## src/rtl/oc8051_alu_iter_pkg.sv

```systemverilog
// Shared op codes, FSM state type and helpers for the iterative 8051-style ALU.
package oc8051_alu_iter_pkg;

  localparam logic [3:0] ALU_ADD = 4'h0;
  localparam logic [3:0] ALU_SUB = 4'h1;
  localparam logic [3:0] ALU_MUL = 4'h2;
  localparam logic [3:0] ALU_DIV = 4'h3;
  localparam logic [3:0] ALU_AND = 4'h4;
  localparam logic [3:0] ALU_OR  = 4'h5;
  localparam logic [3:0] ALU_XOR = 4'h6;
  localparam logic [3:0] ALU_NOT = 4'h7;
  localparam logic [3:0] ALU_NOP = 4'h8;

  typedef enum logic {
    IDLE = 1'b0,
    EXEC = 1'b1
  } state_e;

  // Number of significant bits in v (0 for v == 0).
  function automatic logic [5:0] bit_len(input logic [31:0] v);
    logic [5:0] n;
    n = '0;
    for (int i = 0; i < 32; i++) begin
      if (v[i]) n = 6'(i + 1);
    end
    return n;
  endfunction

endpackage

```

## src/rtl/oc8051_alu_iter_if.sv

```systemverilog
// Request/result bundle between the execute stage and the iterative ALU.
interface oc8051_alu_iter_if #(
  parameter int unsigned WIDTH = 8
);
  logic             start;
  logic [3:0]       op_code;
  logic [WIDTH-1:0] src1;
  logic [WIDTH-1:0] src2;
  logic             srcCy;
  logic             srcAc;
  logic             busy;
  logic             done;
  logic [WIDTH-1:0] des_acc;
  logic [WIDTH-1:0] des2;
  logic             desCy;
  logic             desAc;
  logic             desOv;

  modport master (
    output start, op_code, src1, src2, srcCy, srcAc,
    input  busy, done, des_acc, des2, desCy, desAc, desOv
  );

  modport slave (
    input  start, op_code, src1, src2, srcCy, srcAc,
    output busy, done, des_acc, des2, desCy, desAc, desOv
  );
endinterface

```

## src/rtl/oc8051_alu_iter_muldiv.sv

```systemverilog
// Shared shift-register datapath: shift-add multiply and restoring divide, one bit per step.
// With OC8051_ALU_EARLY_TERM_EN, MUL only iterates over the significant multiplier bits.
module oc8051_alu_iter_muldiv
  import oc8051_alu_iter_pkg::*;
#(
  parameter int unsigned WIDTH = 8
) (
  input  logic             clk,
  input  logic             rst,
  input  logic             load,
  input  logic             div_sel,
  input  logic             step,
  input  logic [WIDTH-1:0] a,
  input  logic [WIDTH-1:0] b,
  output logic             last_c,
  output logic [WIDTH-1:0] res_lo_c,
  output logic [WIDTH-1:0] res_hi_c
);

  localparam int unsigned W2 = 2 * WIDTH;
  localparam int unsigned CW = $clog2(WIDTH) + 1;

  logic [W2-1:0]    acc_q;
  logic [W2-1:0]    step_c;
  logic [WIDTH-1:0] opnd_q;
  logic [CW-1:0]    cnt_q;
  logic             div_q;
  logic [WIDTH:0]   mul_sum;
  logic [WIDTH:0]   rem_sh;
  logic             rem_ge;
  logic [WIDTH-1:0] rem_new;

  // MUL: {hi,lo} = partial product : remaining multiplier, shifted right each step.
  // DIV: {hi,lo} = remainder : dividend/quotient, shifted left each step.
  always_comb begin
    mul_sum = {1'b0, acc_q[W2-1:WIDTH]} + (acc_q[0] ? {1'b0, opnd_q} : (WIDTH+1)'(0));
    rem_sh  = acc_q[W2-1:WIDTH-1];
    rem_ge  = (rem_sh >= {1'b0, opnd_q});
    rem_new = rem_ge ? WIDTH'(rem_sh - {1'b0, opnd_q}) : rem_sh[WIDTH-1:0];
    if (div_q) step_c = {rem_new, acc_q[WIDTH-2:0], rem_ge};
    else       step_c = {mul_sum, acc_q[WIDTH-1:1]};
  end

  assign last_c = (cnt_q == CW'(1));

`ifdef OC8051_ALU_EARLY_TERM_EN
  logic [CW-1:0] sh_q;
  // A shortened MUL leaves the product left-aligned by the skipped iterations.
  assign {res_hi_c, res_lo_c} = step_c >> sh_q;
`else
  assign {res_hi_c, res_lo_c} = step_c;
`endif

  always_ff @(posedge clk) begin
    if (rst) begin
      acc_q  <= '0;
      opnd_q <= '0;
      cnt_q  <= '0;
      div_q  <= 1'b0;
`ifdef OC8051_ALU_EARLY_TERM_EN
      sh_q   <= '0;
`endif
    end else if (load) begin
      acc_q  <= {WIDTH'(0), (div_sel ? a : b)};
      opnd_q <= div_sel ? b : a;
      div_q  <= div_sel;
`ifdef OC8051_ALU_EARLY_TERM_EN
      cnt_q  <= div_sel ? CW'(WIDTH) : CW'(bit_len(32'(b)));
      sh_q   <= div_sel ? CW'(0) : CW'(WIDTH) - CW'(bit_len(32'(b)));
`else
      cnt_q  <= CW'(WIDTH);
`endif
    end else if (step) begin
      acc_q  <= step_c;
      cnt_q  <= cnt_q - CW'(1);
    end
  end

endmodule

```

## src/rtl/oc8051_alu_iter.sv

```systemverilog
// Sequential 8051-style ALU: one-cycle add/sub/logic, iterative MUL/DIV behind start/busy/done.
// Optional build macro: OC8051_ALU_EARLY_TERM_EN (MUL stops after the top set multiplier bit).
module oc8051_alu_iter
  import oc8051_alu_iter_pkg::*;
#(
  parameter int unsigned WIDTH = 8
) (
  input logic               clk,
  input logic               rst,
  oc8051_alu_iter_if.slave  bus
);

  state_e           state_q, state_nxt;
  logic             busy_q, busy_nxt;
  logic             done_q, done_nxt;
  logic [WIDTH-1:0] acc_q, acc_nxt;
  logic [WIDTH-1:0] hi_q, hi_nxt;
  logic             cy_q, cy_nxt;
  logic             ac_q, ac_nxt;
  logic             ov_q, ov_nxt;
  logic             div_op_q, div_op_nxt;

  logic             md_load, md_step, md_div_sel, md_last_c;
  logic [WIDTH-1:0] md_lo_c, md_hi_c;

  logic [WIDTH:0]   add_c, sub_c;
  logic [WIDTH-1:0] sc_acc, sc_hi;
  logic             sc_cy, sc_ac, sc_ov;

  oc8051_alu_iter_muldiv #(.WIDTH(WIDTH)) u_muldiv (
    .clk      (clk),
    .rst      (rst),
    .load     (md_load),
    .div_sel  (md_div_sel),
    .step     (md_step),
    .a        (bus.src1),
    .b        (bus.src2),
    .last_c   (md_last_c),
    .res_lo_c (md_lo_c),
    .res_hi_c (md_hi_c)
  );

  // Single-cycle results; nibble carry/borrow recovered from the bit-4 sum.
  always_comb begin
    add_c  = {1'b0, bus.src1} + {1'b0, bus.src2} + {WIDTH'(0), bus.srcCy};
    sub_c  = {1'b0, bus.src1} - {1'b0, bus.src2} - {WIDTH'(0), bus.srcCy};
    sc_acc = bus.src1;
    sc_hi  = '0;
    sc_cy  = bus.srcCy;
    sc_ac  = 1'b0;
    sc_ov  = 1'b0;
    case (bus.op_code)
      ALU_ADD: begin
        sc_acc = add_c[WIDTH-1:0];
        sc_cy  = add_c[WIDTH];
        sc_ac  = bus.src1[4] ^ bus.src2[4] ^ add_c[4];
        sc_ov  = (bus.src1[WIDTH-1] == bus.src2[WIDTH-1]) && (add_c[WIDTH-1] != bus.src1[WIDTH-1]);
      end
      ALU_SUB: begin
        sc_acc = sub_c[WIDTH-1:0];
        sc_cy  = sub_c[WIDTH];
        sc_ac  = bus.src1[4] ^ bus.src2[4] ^ sub_c[4];
        sc_ov  = (bus.src1[WIDTH-1] != bus.src2[WIDTH-1]) && (sub_c[WIDTH-1] != bus.src1[WIDTH-1]);
      end
      ALU_AND: sc_acc = bus.src1 & bus.src2;
      ALU_OR:  sc_acc = bus.src1 | bus.src2;
      ALU_XOR: sc_acc = bus.src1 ^ bus.src2;
      ALU_NOT: sc_acc = ~bus.src1;
      default: begin
        sc_hi = bus.src2;
        sc_ac = bus.srcAc;
      end
    endcase
  end

  // Next-state and next-output logic.
  always_comb begin
    state_nxt  = state_q;
    busy_nxt   = busy_q;
    done_nxt   = 1'b0;
    acc_nxt    = acc_q;
    hi_nxt     = hi_q;
    cy_nxt     = cy_q;
    ac_nxt     = ac_q;
    ov_nxt     = ov_q;
    div_op_nxt = div_op_q;
    md_load    = 1'b0;
    md_step    = 1'b0;
    md_div_sel = (bus.op_code == ALU_DIV);
    case (state_q)
      IDLE: begin
        busy_nxt = 1'b0;
        if (bus.start) begin
          if (bus.op_code == ALU_DIV && bus.src2 == '0) begin
            done_nxt = 1'b1;
            acc_nxt  = '1;
            hi_nxt   = bus.src1;
            cy_nxt   = 1'b0;
            ac_nxt   = 1'b0;
            ov_nxt   = 1'b1;
          end
`ifdef OC8051_ALU_EARLY_TERM_EN
          else if (bus.op_code == ALU_MUL && bus.src2 == '0) begin
            done_nxt = 1'b1;
            acc_nxt  = '0;
            hi_nxt   = '0;
            cy_nxt   = 1'b0;
            ac_nxt   = 1'b0;
            ov_nxt   = 1'b0;
          end
`endif
          else if (bus.op_code == ALU_MUL || bus.op_code == ALU_DIV) begin
            md_load    = 1'b1;
            div_op_nxt = (bus.op_code == ALU_DIV);
            state_nxt  = EXEC;
            busy_nxt   = 1'b1;
          end else begin
            done_nxt = 1'b1;
            acc_nxt  = sc_acc;
            hi_nxt   = sc_hi;
            cy_nxt   = sc_cy;
            ac_nxt   = sc_ac;
            ov_nxt   = sc_ov;
          end
        end
      end
      EXEC: begin
        md_step = 1'b1;
        if (md_last_c) begin
          state_nxt = IDLE;
          busy_nxt  = 1'b0;
          done_nxt  = 1'b1;
          acc_nxt   = md_lo_c;
          hi_nxt    = md_hi_c;
          cy_nxt    = 1'b0;
          ac_nxt    = 1'b0;
          ov_nxt    = div_op_q ? 1'b0 : (|md_hi_c);
        end
      end
      default: state_nxt = IDLE;
    endcase
  end

  always_ff @(posedge clk) begin
    if (rst) begin
      state_q  <= IDLE;
      busy_q   <= 1'b0;
      done_q   <= 1'b0;
      acc_q    <= '0;
      hi_q     <= '0;
      cy_q     <= 1'b0;
      ac_q     <= 1'b0;
      ov_q     <= 1'b0;
      div_op_q <= 1'b0;
    end else begin
      state_q  <= state_nxt;
      busy_q   <= busy_nxt;
      done_q   <= done_nxt;
      acc_q    <= acc_nxt;
      hi_q     <= hi_nxt;
      cy_q     <= cy_nxt;
      ac_q     <= ac_nxt;
      ov_q     <= ov_nxt;
      div_op_q <= div_op_nxt;
    end
  end

  assign bus.busy    = busy_q;
  assign bus.done    = done_q;
  assign bus.des_acc = acc_q;
  assign bus.des2    = hi_q;
  assign bus.desCy   = cy_q;
  assign bus.desAc   = ac_q;
  assign bus.desOv   = ov_q;

endmodule
```

## src/flat_wrapper.sv

```systemverilog
// flat-port wrapper written by rule: the top's interface ports become plain ports
module oc8051_alu_iter_flat import oc8051_alu_iter_pkg::*;
#(
  parameter int unsigned WIDTH = 8
)
  (clk, rst, bus_start, bus_op_code, bus_src1, bus_src2, bus_srcCy, bus_srcAc, bus_busy, bus_done, bus_des_acc, bus_des2, bus_desCy, bus_desAc, bus_desOv);
  oc8051_alu_iter_if #(.WIDTH(WIDTH)) bus_i ();
  input logic clk;
  input logic rst;
  input wire logic [$bits(bus_i.start)-1:0] bus_start;
  input wire logic [$bits(bus_i.op_code)-1:0] bus_op_code;
  input wire logic [$bits(bus_i.src1)-1:0] bus_src1;
  input wire logic [$bits(bus_i.src2)-1:0] bus_src2;
  input wire logic [$bits(bus_i.srcCy)-1:0] bus_srcCy;
  input wire logic [$bits(bus_i.srcAc)-1:0] bus_srcAc;
  output wire logic [$bits(bus_i.busy)-1:0] bus_busy;
  output wire logic [$bits(bus_i.done)-1:0] bus_done;
  output wire logic [$bits(bus_i.des_acc)-1:0] bus_des_acc;
  output wire logic [$bits(bus_i.des2)-1:0] bus_des2;
  output wire logic [$bits(bus_i.desCy)-1:0] bus_desCy;
  output wire logic [$bits(bus_i.desAc)-1:0] bus_desAc;
  output wire logic [$bits(bus_i.desOv)-1:0] bus_desOv;
  assign bus_i.start = bus_start;
  assign bus_i.op_code = bus_op_code;
  assign bus_i.src1 = bus_src1;
  assign bus_i.src2 = bus_src2;
  assign bus_i.srcCy = bus_srcCy;
  assign bus_i.srcAc = bus_srcAc;
  assign bus_busy = bus_i.busy;
  assign bus_done = bus_i.done;
  assign bus_des_acc = bus_i.des_acc;
  assign bus_des2 = bus_i.des2;
  assign bus_desCy = bus_i.desCy;
  assign bus_desAc = bus_i.desAc;
  assign bus_desOv = bus_i.desOv;
  oc8051_alu_iter #(.WIDTH(WIDTH)) u_core (.clk(clk), .rst(rst), .bus(bus_i));
endmodule
```

## config.mk

```make
export PLATFORM = sky130hd
export DESIGN_NAME = oc8051_alu_iter_flat
export DESIGN_NICKNAME = d
export VERILOG_FILES = /design/src/rtl/oc8051_alu_iter_pkg.sv /design/src/rtl/oc8051_alu_iter_if.sv /design/src/rtl/oc8051_alu_iter_muldiv.sv /design/src/rtl/oc8051_alu_iter.sv /design/src/flat_wrapper.sv
export SDC_FILE = /design/constraint.sdc
export NUM_CORES = 1
export LEC_CHECK = 0
export CORE_ASPECT_RATIO = 1.2
export CORE_UTILIZATION = 35
export DETAILED_ROUTE_END_ITERATION = 8
export GPL_TIMING_DRIVEN = 0
export PLACE_DENSITY_LB_ADDON = 0.1
export SLEW_MARGIN = 20
export SYNTH_ARGS = -nofsm -noshare
export SYNTH_HDL_FRONTEND = slang
export SYNTH_SLANG_ARGS = --single-unit
```

## constraint.sdc

```tcl
create_clock -name clk -period 3.77 [get_ports clk]
set_input_delay 0.5655 -clock clk [delete_from_list [all_inputs] [get_ports clk]]
set_output_delay 0.5655 -clock clk [all_outputs]
set_load 0.01 [all_outputs]
```

== Word-level counts from Yosys, hierarchy flattened ==
Cells that the tools add are included.
Storage, ports and cells
  word-level logic and storage cells: 112
  input port bits: 25
  bits in registers: 52
Cells by class
  bitwise gates (word level): 9
  $lt $le $gt $ge: 1
  multiplexer cells: 52
  $add $sub $neg: 7
  equality and inequality tests: 15
  reduce and logical (&&, ||, !) cells: 13
Operators by type and width (count)
  $mux 8: 15
  $pmux 8 s6: 1
  $pmux 8 s2: 2
  $mux 1: 22
  $add 8x8->9: 2
  $eq 4x3->1 const B: 4
  $mux 16: 1
  $pmux 1 s2: 8
  $add 9x1->9: 1
  $ge 9x8->1: 1
  $sub 8x8->9: 1
  $sub 9x1->9: 1
  $and 8x8->8: 1
  $eq 4x1->1 const B: 2
  $eq 4x2->1 const B: 2
  $logic_not 8->1: 1
  $mux 4: 2
  $not 8->8: 1
  $or 8x8->8: 1
  $reduce_or 8->1: 1
  $sub 8x8->8: 1
  $xor 8x8->8: 1
  $reduce_or 6->1: 1
  $logic_not 4->1: 1
  other kinds (15): 23

== Longest topological paths before layout ==
Gate-level depths: netlist (run 1).
  depth in word-level cells: 9
  depth in mapped cells: 12
  depth with buffers taken out: 12

== By module ==
Synthesis (run 1) repeated with hierarchy kept, for this count alone.
Second synthesis, totals
  cells, all modules: 651
  area, all modules: 5118.7 um2
Modules (own cells, without submodules)
  oc8051_alu_iter: area each 2725.1 um2, cells each 344, instances 1
  oc8051_alu_iter_muldiv: area each 2393.5 um2, cells each 307, instances 1

== Worst setup path after synthesis (run 1) ==
Ideal clock, no wire load.
  path type: input port to flip-flop
  start: input bus_src1[5]
  end: register u_core.ov_q (netlist: u_core.bus.desOv)
  path slack: 0.840 ns
  data arrival time: 2.859 ns
  cell stages on the path: 11
  path through: inv_1 ha_1 ha_1 or4b_2 o2111ai_1 a211oi_2 xnor2_1 o221ai_1 nand2_1 a41o_1 a21oi_1
On the way
  longest elaborated chain between the ends: 9
Ends and longest elaborated chain
  start: declaration: line flat_wrapper.sv:12  | input wire logic [$bits(bus_i.src1)-1:0] bus_src1;
  $sub 8x8->9 / $add 8x8->9 (equally long branches): line oc8051_alu_iter.sv:46, oc8051_alu_iter.sv:45
  $sub 9x1->9 / $add 9x1->9 (equally long branches): line oc8051_alu_iter.sv:46, oc8051_alu_iter.sv:45
  $ne 1x1->1 (on tied branches): line oc8051_alu_iter.sv:63, oc8051_alu_iter.sv:57
  $logic_and 1x1->1 (on tied branches): line oc8051_alu_iter.sv:63, oc8051_alu_iter.sv:57
  $pmux 1 s2 (*): line oc8051_alu_iter.sv:52  | case (bus.op_code)
  $mux 1 (*): line oc8051_alu_iter.sv:112  | else if (bus.op_code == ALU_MUL || bus.op_code == ALU_DIV) begin
  $mux 1 (*): line oc8051_alu_iter.sv:94  | if (bus.op_code == ALU_DIV && bus.src2 == '0) begin
  $mux 1 (*): line oc8051_alu_iter.sv:93  | if (bus.start) begin
  $pmux 1 s2 (*): line oc8051_alu_iter.sv:90  | case (state_q)
  end signal: assignment: line oc8051_alu_iter.sv:163  | ov_q <= ov_nxt;
  end: declaration: line oc8051_alu_iter.sv:20  | logic ov_q, ov_nxt;
Mark *: on every way between the ends. The rest lies on a longest branch, timed or not. The select of a mux whose other input is x is not followed.
A chain may end at the register's enable or synchronous reset.

== Worst setup path after layout (run 1) ==
  start: input bus_src1[7]
  end: register u_core.ov_q (netlist: u_core.bus.desOv)
The elaborated chain is that of the path after synthesis.

==> summary.md, run 1 <==
| Metric | Value |
|---|---|
| Status | `finished clean` |
| Nets | `754` |
| Synth Cell Area | `4850 sq um` |
| Post-CTS repair timing setup buffer count | `0` |
| FILL cells | `1,402` |
| Top_reg_cell synth | `dfxtp_1` |
| Crit share post-route | `95.7%` |
| Crit path max-delay family | `adder cells` |
| CTS Buf Count | `5` |
| Crit path cell chain | `clkdlybuf4s50_1 > inv_1 > ha_1 > ha_1 > or4b_2 > o2111ai_1 > a211oi_2 > xnor2_1 > o221ai_2 > nand2_1 > a41o_1 > a21oi_1` |
| Leak | `0.00226 uW` |
| Clock-pin slew on the worst setup and hold paths | `0.07 ns` |
| Die height | `131 um` |
| Vias in the first global route | `4,692` |
| Register area share after synthesis | `21.5%` |
| Critical Path Fanout Max | `6` |
| Overflow after GRT | `0` |
| Final setup violating endpoints | `0` |
| First-pass GRT wire length | `25,100 um` |
| Worst Hold Depth | `2` |
| Crit end category | `register` |
| DR pass1 iterations | `5` |
| DR WL/cell | `19.4 um` |
| Total of max-cap violations | `0` |
| Max transition margin | `56.5%` |
| Width of the die | `109 um` |
| DR vias/cell | `5.63` |
| DRC viols | `0` |
| Share of layout cells above drive strength 1 | `6.51%` |
| Synth-to-Final Area Change | `16.9%` |
| Slew Limit Fails | `0` |
| HP Start | `u_core.bus.des_acc[0]` |
| CP startpoint kind | `primary input` |
| Post-synth EDFFs | `0` |
| ANT cells | `0` |
| Worst Path Required | `3.99 ns` |
| Final GP Congestion | `0.890` |
| Final hold violations | `0` |
| Least-Margin Pin Slew | `0.651 ns` |
| Unique cell type count in the Yosys netlist | `73` |
| Die Footprint | `14,300 sq um` |
| Synth Net Count | `703` |
| Clk buf depth | `2` |
| CP Launch Point | `bus_src1[7]` |
| Reg-to-reg endpoint | `u_core.bus.des2[5]` |
| Ys async rst share | `0%` |
| Worst path slowest cell | `or4b_2` |
| Fmax | `0.277 GHz` |
| HP Class | `register to register` |
| Initial DRC count | `288` |
| Sink Count | `52` |
| Largest net degree at the start of global routing | `16` |
| Crit-path max cell delay | `0.60 ns` |
| WS Path Type | `primary input to register` |
| Multi-input gate area | `3460 sq um` |
| Worst Path Arrival | `3.83 ns` |
| Period minus WS final | `3.61 ns` |
| P per Cell Area | `305 nW/um^2` |
| Fin Hold WS | `0.451 ns` |
| CTS tree | `done` |
| Clock latency on the worst-skew pair | `0.30 ns` |
| Worst vdd ir | `0.166 mV` |
| Clock root cell | `clkbuf_16` |
| Total GRT Usage | `23.5%` |
| Post-layout util | `42.5%` |
| Final setup TNS | `0 ns` |
| Core Footprint | `13,400 sq um` |
| Hold endpoint | `u_core.bus.des_acc[0]` |
| Synth area leaders | `dfxtp_1, ha_1, a21oi_1, nor2_1, mux2i_1` |
| Reg2reg path depth | `12` |
| Top cell by count, worst path | `ha_1` |
| H-tree depth | `2` |
| Mean Syn Cell Area | `7.78 sq um` |
| Ports | `46` |
| WL final | `16,400 um` |
| Synth Register Bits | `52` |
| Synth warnings | `0` |
| Reg area | `1040 sq um` |
| Starting Density | `36.3%` |
| # rows | `46` |
| Vias | `4,755` |
| RSZ-0062 raised after global routing | `no` |
| Initial antenna violation count | `0` |
| Post-DP HPWL | `13,300 um` |
| DRT antenna net count | `0` |
| Number of port buffers | `44` |
| Area leader, netlist | `dfxtp_1` |
| Cell count after synthesis | `624` |
| Top cell type's share of synthesized area | `21.5%` |
| Worst r2r src | `u_core.u_muldiv.acc_q[0]` |
| Reg2reg setup slack | `0.84 ns` |
| Worst Path Buf+Inv | `2` |
| Clock Skew | `0.00545 ns` |
[registers in the layout, indices dropped and copies added (netlist names), 4 cells and up]
name,cells
u_core.bus.des2,8
u_core.bus.des_acc,8
u_core.u_muldiv.acc_q,16
u_core.u_muldiv.cnt_q,4
u_core.u_muldiv.opnd_q,8
[logic make-up after synthesis]
family	after synthesis	synth area share (%)
simple gates	209	21.2
compound gates	183	26.8
buf+inv	84	7.40
fa+ha+maj	54	14.9
flops	52	21.5
mux	24	5.00
xor+xnor	18	3.25
[where the power goes]
| part | internal (uW) | switching (uW) |
|---|---|---|
| combinational | 259 | 349 |
| clock | 313 | 212 |
| sequential | 576 | 20.9 |
| total | 1150 | 582 |
[final cells by class]
| cell class | instances | share of cell area, % |
|---|---|---|
| plain buffers | 35 | 3.09 |
| flip-flops and latches | 52 | 18.3 |
| clock inverters | 2 | 0.617 |
| well taps | 168 | 3.70 |
| clock buffers | 6 | 2.27 |
| inverters | 49 | 3.24 |
| repair buffers | 44 | 7.76 |
| multi-input cells | 488 | 61.0 |
[synthesized netlist by cell type (10+ instances only)]
master,number
nor3_1,14
nor2_1,68
a21oi_1,53
ha_1,48
a221oi_1,13
o21ai_0,18
and2_1,10
nand3_1,11
mux2i_1,22
inv_1,48
a211oi_1,29
nand2_1,51
dfxtp_1,52
clkbuf_1,20
[layer usage]
layer	up-vias	global-route usage (%)	wire (um)
li1	2351	-	-
met1	2255	26.3	6780
met2	119	44.6	8520
met3	30	1.88	455
met4	0	10.9	657
met5	-	0	0
[tightest hold or removal path, stage by stage (launching register included)]
cell,delay (ns)
dfxtp_1,0.31
nand2_1,0.05
a21oi_1,0.05
[worst max-delay path by stage]
stage	endpoint	depth (start not counted)
after floorplan	u_core.bus.desOv	11
after global placement	u_core.bus.desOv	12
after detailed placement	u_core.bus.desOv	12
after CTS	u_core.bus.desOv	12
after global routing	u_core.bus.desOv	12
final	u_core.bus.desOv	12
[stage by stage]
stage,instance area [sq um],setup WS [ns],cells,power (uW)
2_1_floorplan,4850,0.840,624,1010
3_5_place_dp,5500,-0.191,836,1210
4_1_cts,5670,0.0949,844,1730
3_3_place_gp,5500,-0.184,836,1200
5_1_grt,5670,0.00561,844,1820
6_report,5670,0.164,844,1730
[cells in the final DEF (no fill, tap or decap), drive strengths merged, types with 13 or more instances in the layout]
| cell type | count |
|---|---|
| clkbuf | 26 |
| buf | 15 |
| a21oi | 53 |
| ha | 48 |
| a221oi | 13 |
| a211oi | 31 |
| nor2 | 70 |
| inv | 48 |
| mux2i | 22 |
| o21ai | 18 |
| nor3 | 16 |
| dfxtp | 52 |
| nand2 | 52 |
| clkdlybuf4s50 | 44 |
[what timing repair did]
action | CTS | global route
hold buffers | 0 | 0
setup endpoints to repair | 0 | 1
gates resized for setup | 0 | 2
Note: power is estimated with default switching activity, not from simulation.
==> run 2: changes to the inputs <==
--- a/config.mk
+++ b/config.mk
@@ -9,5 +9,5 @@
 export CORE_UTILIZATION = 35
 export DETAILED_ROUTE_END_ITERATION = 8
-export GPL_TIMING_DRIVEN = 0
+export GPL_TIMING_DRIVEN = 1
 export PLACE_DENSITY_LB_ADDON = 0.1
 export SLEW_MARGIN = 20
==> constraint.sdc (replaced) <==
create_clock -name clk -period 3.77 [get_ports clk]
set_input_delay 0.9425 -clock clk [delete_from_list [all_inputs] [get_ports clk]]
set_output_delay 0.9425 -clock clk [all_outputs]
set_load 0.01 [all_outputs]
==> run 2 against run 1 <==
  * Worst hold slack improved by 0.00058 ns
  * Design area increased by 6.5%
  * First-iteration DRC count down 12%
  * Combinational power rose by 7.4%
  * Critical path depth increased by 1
  * Non-clock buffer count grew 32
  * Die area did not move
  * Flip-flop and latch count stayed put
  * Final cell count rose by 3.8%
  * Maximum frequency grew 1.8%
  * Global-route usage decreased by 0.92 points
  * Critical endpoint unchanged
  * Largest cell class unchanged
  * Highest routed layer unchanged
==> summary.md, run 2 (same netlist as run 1, synthesis figures left out) <==
| Metric | Value |
|---|---|
| Status | `finished clean` |
| Worst Path Arrival | `3.77 ns (-0.06 ns)` |
| CTS Buf Count | `5 (unchanged)` |
| Fin Hold WS | `0.451 ns (+0.000575 ns)` |
| Ports | `46 (unchanged)` |
| HP Class | `register to register` |
| RSZ-0062 raised after global routing | `no` |
| # rows | `46 (unchanged)` |
| Post-layout util | `45.3% (+2.8 points)` |
| Fmax | `0.282 GHz (+1.8%)` |
| Reg area | `1040 sq um (unchanged)` |
| Final setup violating endpoints | `0 (unchanged)` |
| Crit-path max cell delay | `0.58 ns (-0.02 ns)` |
| Nets | `786 (+4.2%)` |
| Largest net degree at the start of global routing | `37 (+21)` |
| FILL cells | `1,356 (-3.3%)` |
| DR pass1 iterations | `5 (unchanged)` |
| Final hold violations | `0 (unchanged)` |
| Placed cells | `868 (+3.8%)` |
| Slew Limit Fails | `0 (unchanged)` |
| Fin area | `6050 sq um (+6.5%)` |
| Vias in the first global route | `4,718 (+0.55%)` |
| Die height | `131 um (unchanged)` |
| Biggest register | `u_core.u_muldiv.acc_q` |
| Worst path slowest cell | `fa_1` |
| Multi-input gate area | `3480 sq um (+0.65%)` |
| Max FFs per register | `16 (unchanged)` |
| Clock latency on the worst-skew pair | `0.30 ns (about the same)` |
| CTS tree | `done` |
| Leak | `0.00253 uW (+12%)` |
| CP Launch Point | `bus_src1[0]` |
| Total GRT Usage | `22.6% (-0.92 points)` |
| Least-Margin Pin Slew | `0.669 ns (+0.0181 ns)` |
| Post-DP HPWL | `12,500 um (-5.7%)` |
| Core Footprint | `13,400 sq um (unchanged)` |
| Overflow after GRT | `0 (unchanged)` |
| Vias | `4,840 (+1.8%)` |
| Clk buf depth | `2 (unchanged)` |
| Die Footprint | `14,300 sq um (unchanged)` |
| DRC viols | `0 (unchanged)` |
| Synth-to-Final Area Change | `24.6%` |
| Share of layout cells above drive strength 1 | `13.8% (+7.3 points)` |
| First-pass GRT wire length | `24,500 um (-2.4%)` |
| Period minus WS final | `3.54 ns (-0.0633 ns)` |
| Starting Density | `36.3% (unchanged)` |
| Crit share post-route | `94.0% (-1.7 points)` |
| H-tree depth | `2 (unchanged)` |
| Hold Buf Count CTS | `0 (unchanged)` |
| Clock Skew | `0.00847 ns (+0.00302 ns)` |
| Sink Count | `52 (unchanged)` |
| Post-Layout Cell Count | `876 (+3.8%)` |
| DR vias/cell | `5.53 (-1.9%)` |
| Crit path cell chain | `clkdlybuf4s50_1 > fa_1 > inv_1 > ha_1 > o21ai_1 > a2111oi_2 > buf_4 > a211oi_2 > xnor2_1 > o221ai_1 > nand2_1 > a41o_1 > a21oi_1` |
| DR WL/cell | `17.8 um (-8.2%)` |
| Clock-pin slew on the worst setup and hold paths | `0.07 ns (about the same)` |
| Max transition margin | `54.9% (-1.6 points)` |
| Most common cell after layout, fill and taps aside | `nor2_1` |
| WS Path Type | `primary input to register` |
| Initial DRC count | `254 (-12%)` |
| Critical Path Fanout Max | `4 (-2)` |
| P per Cell Area | `300 nW/um^2 (-1.6%)` |
| HP Start | `u_core.bus.des_acc[0]` |
| Width of the die | `109 um (unchanged)` |
| WL final | `15,600 um (-4.7%)` |
| Worst Path Required | `4.00 ns (about the same)` |
| Placed Instance Area | `5850 sq um (+6.3%)` |
| Total of max-cap violations | `0 (unchanged)` |
| DRT antenna net count | `0 (unchanged)` |
| Initial antenna violation count | `0 (unchanged)` |
| CP startpoint kind | `primary input` |
| Number of port buffers | `45 (+2.3%)` |
| ANT cells | `0 (unchanged)` |
| Worst vdd ir | `0.190 mV (+14%)` |
| Most frequent cells in the layout | `nor2_1, buf_4, a21oi_1` |
| Worst r2r src | `u_core.u_muldiv.acc_q[7]` |
| Crit end category | `register` |
| Clock root cell | `clkbuf_16` |
| Final GP Congestion | `0.936 (+5.2%)` |
[run 2: routing by layer]
metal | GRT usage [%] | routed length [um] | share of wire, %
met5 | 0 | 0 | 0
met4 | 9.41 | 534 | 3.4
met3 | 2.18 | 516 | 3.3
met2 | 40.3 | 7750 | 50
met1 | 27.5 | 6830 | 44
[run 2: cell type report]
type / count / area share [%]
Multi-Input combinational cell: 488 / 57.6
Timing Repair Buffer: 111 / 15.7
Sequential cell: 52 / 17.2
Clock inverter: 2 / 0.642
Tap cell: 168 / 3.48
Inverter: 49 / 3.04
Clock buffer: 6 / 2.30
[run 2: where the power goes]
part	switching [uW]	internal (uW)	total [uW]
clock network	232	334	565
registers	21.2	576	597
logic	350	303	653
[run 2: critical path: cells and delay by family]
kind            cells  cell delay (ns)
buf+inv             3             0.72
fa+ha+maj           2             0.75
compound gates      6             1.19
xor+xnor            1             0.10
simple gates        1             0.08
[run 2: worst paths after layout]
kind | endpoint | slack, ns | depth (start not counted)
worst min-delay path | u_core.bus.des_acc[0] | 0.45 | 2
worst min register to register | u_core.bus.des_acc[0] | 0.45 | 2
worst max register to register | u_core.bus.des2[6] | 0.88 | 11
worst max-delay path | u_core.bus.desOv | 0.23 | 13
[run 2: timing repair]
item | CTS | global route
setup endpoints to repair | 0 | 3
gates resized for setup | 0 | 6
setup buffers | 0 | 0
[run 2: per-stage QoR]
stage	power (uW)	setup slack, ns	setup TNS [ns]
finish	1820	0.227	0
CTS	1820	0.0573	0
floorplan	1010	0.463	0
detailed placement	1260	-0.251	-0.725
global route	1910	0.00840	0
global placement	1250	-0.199	-0.562
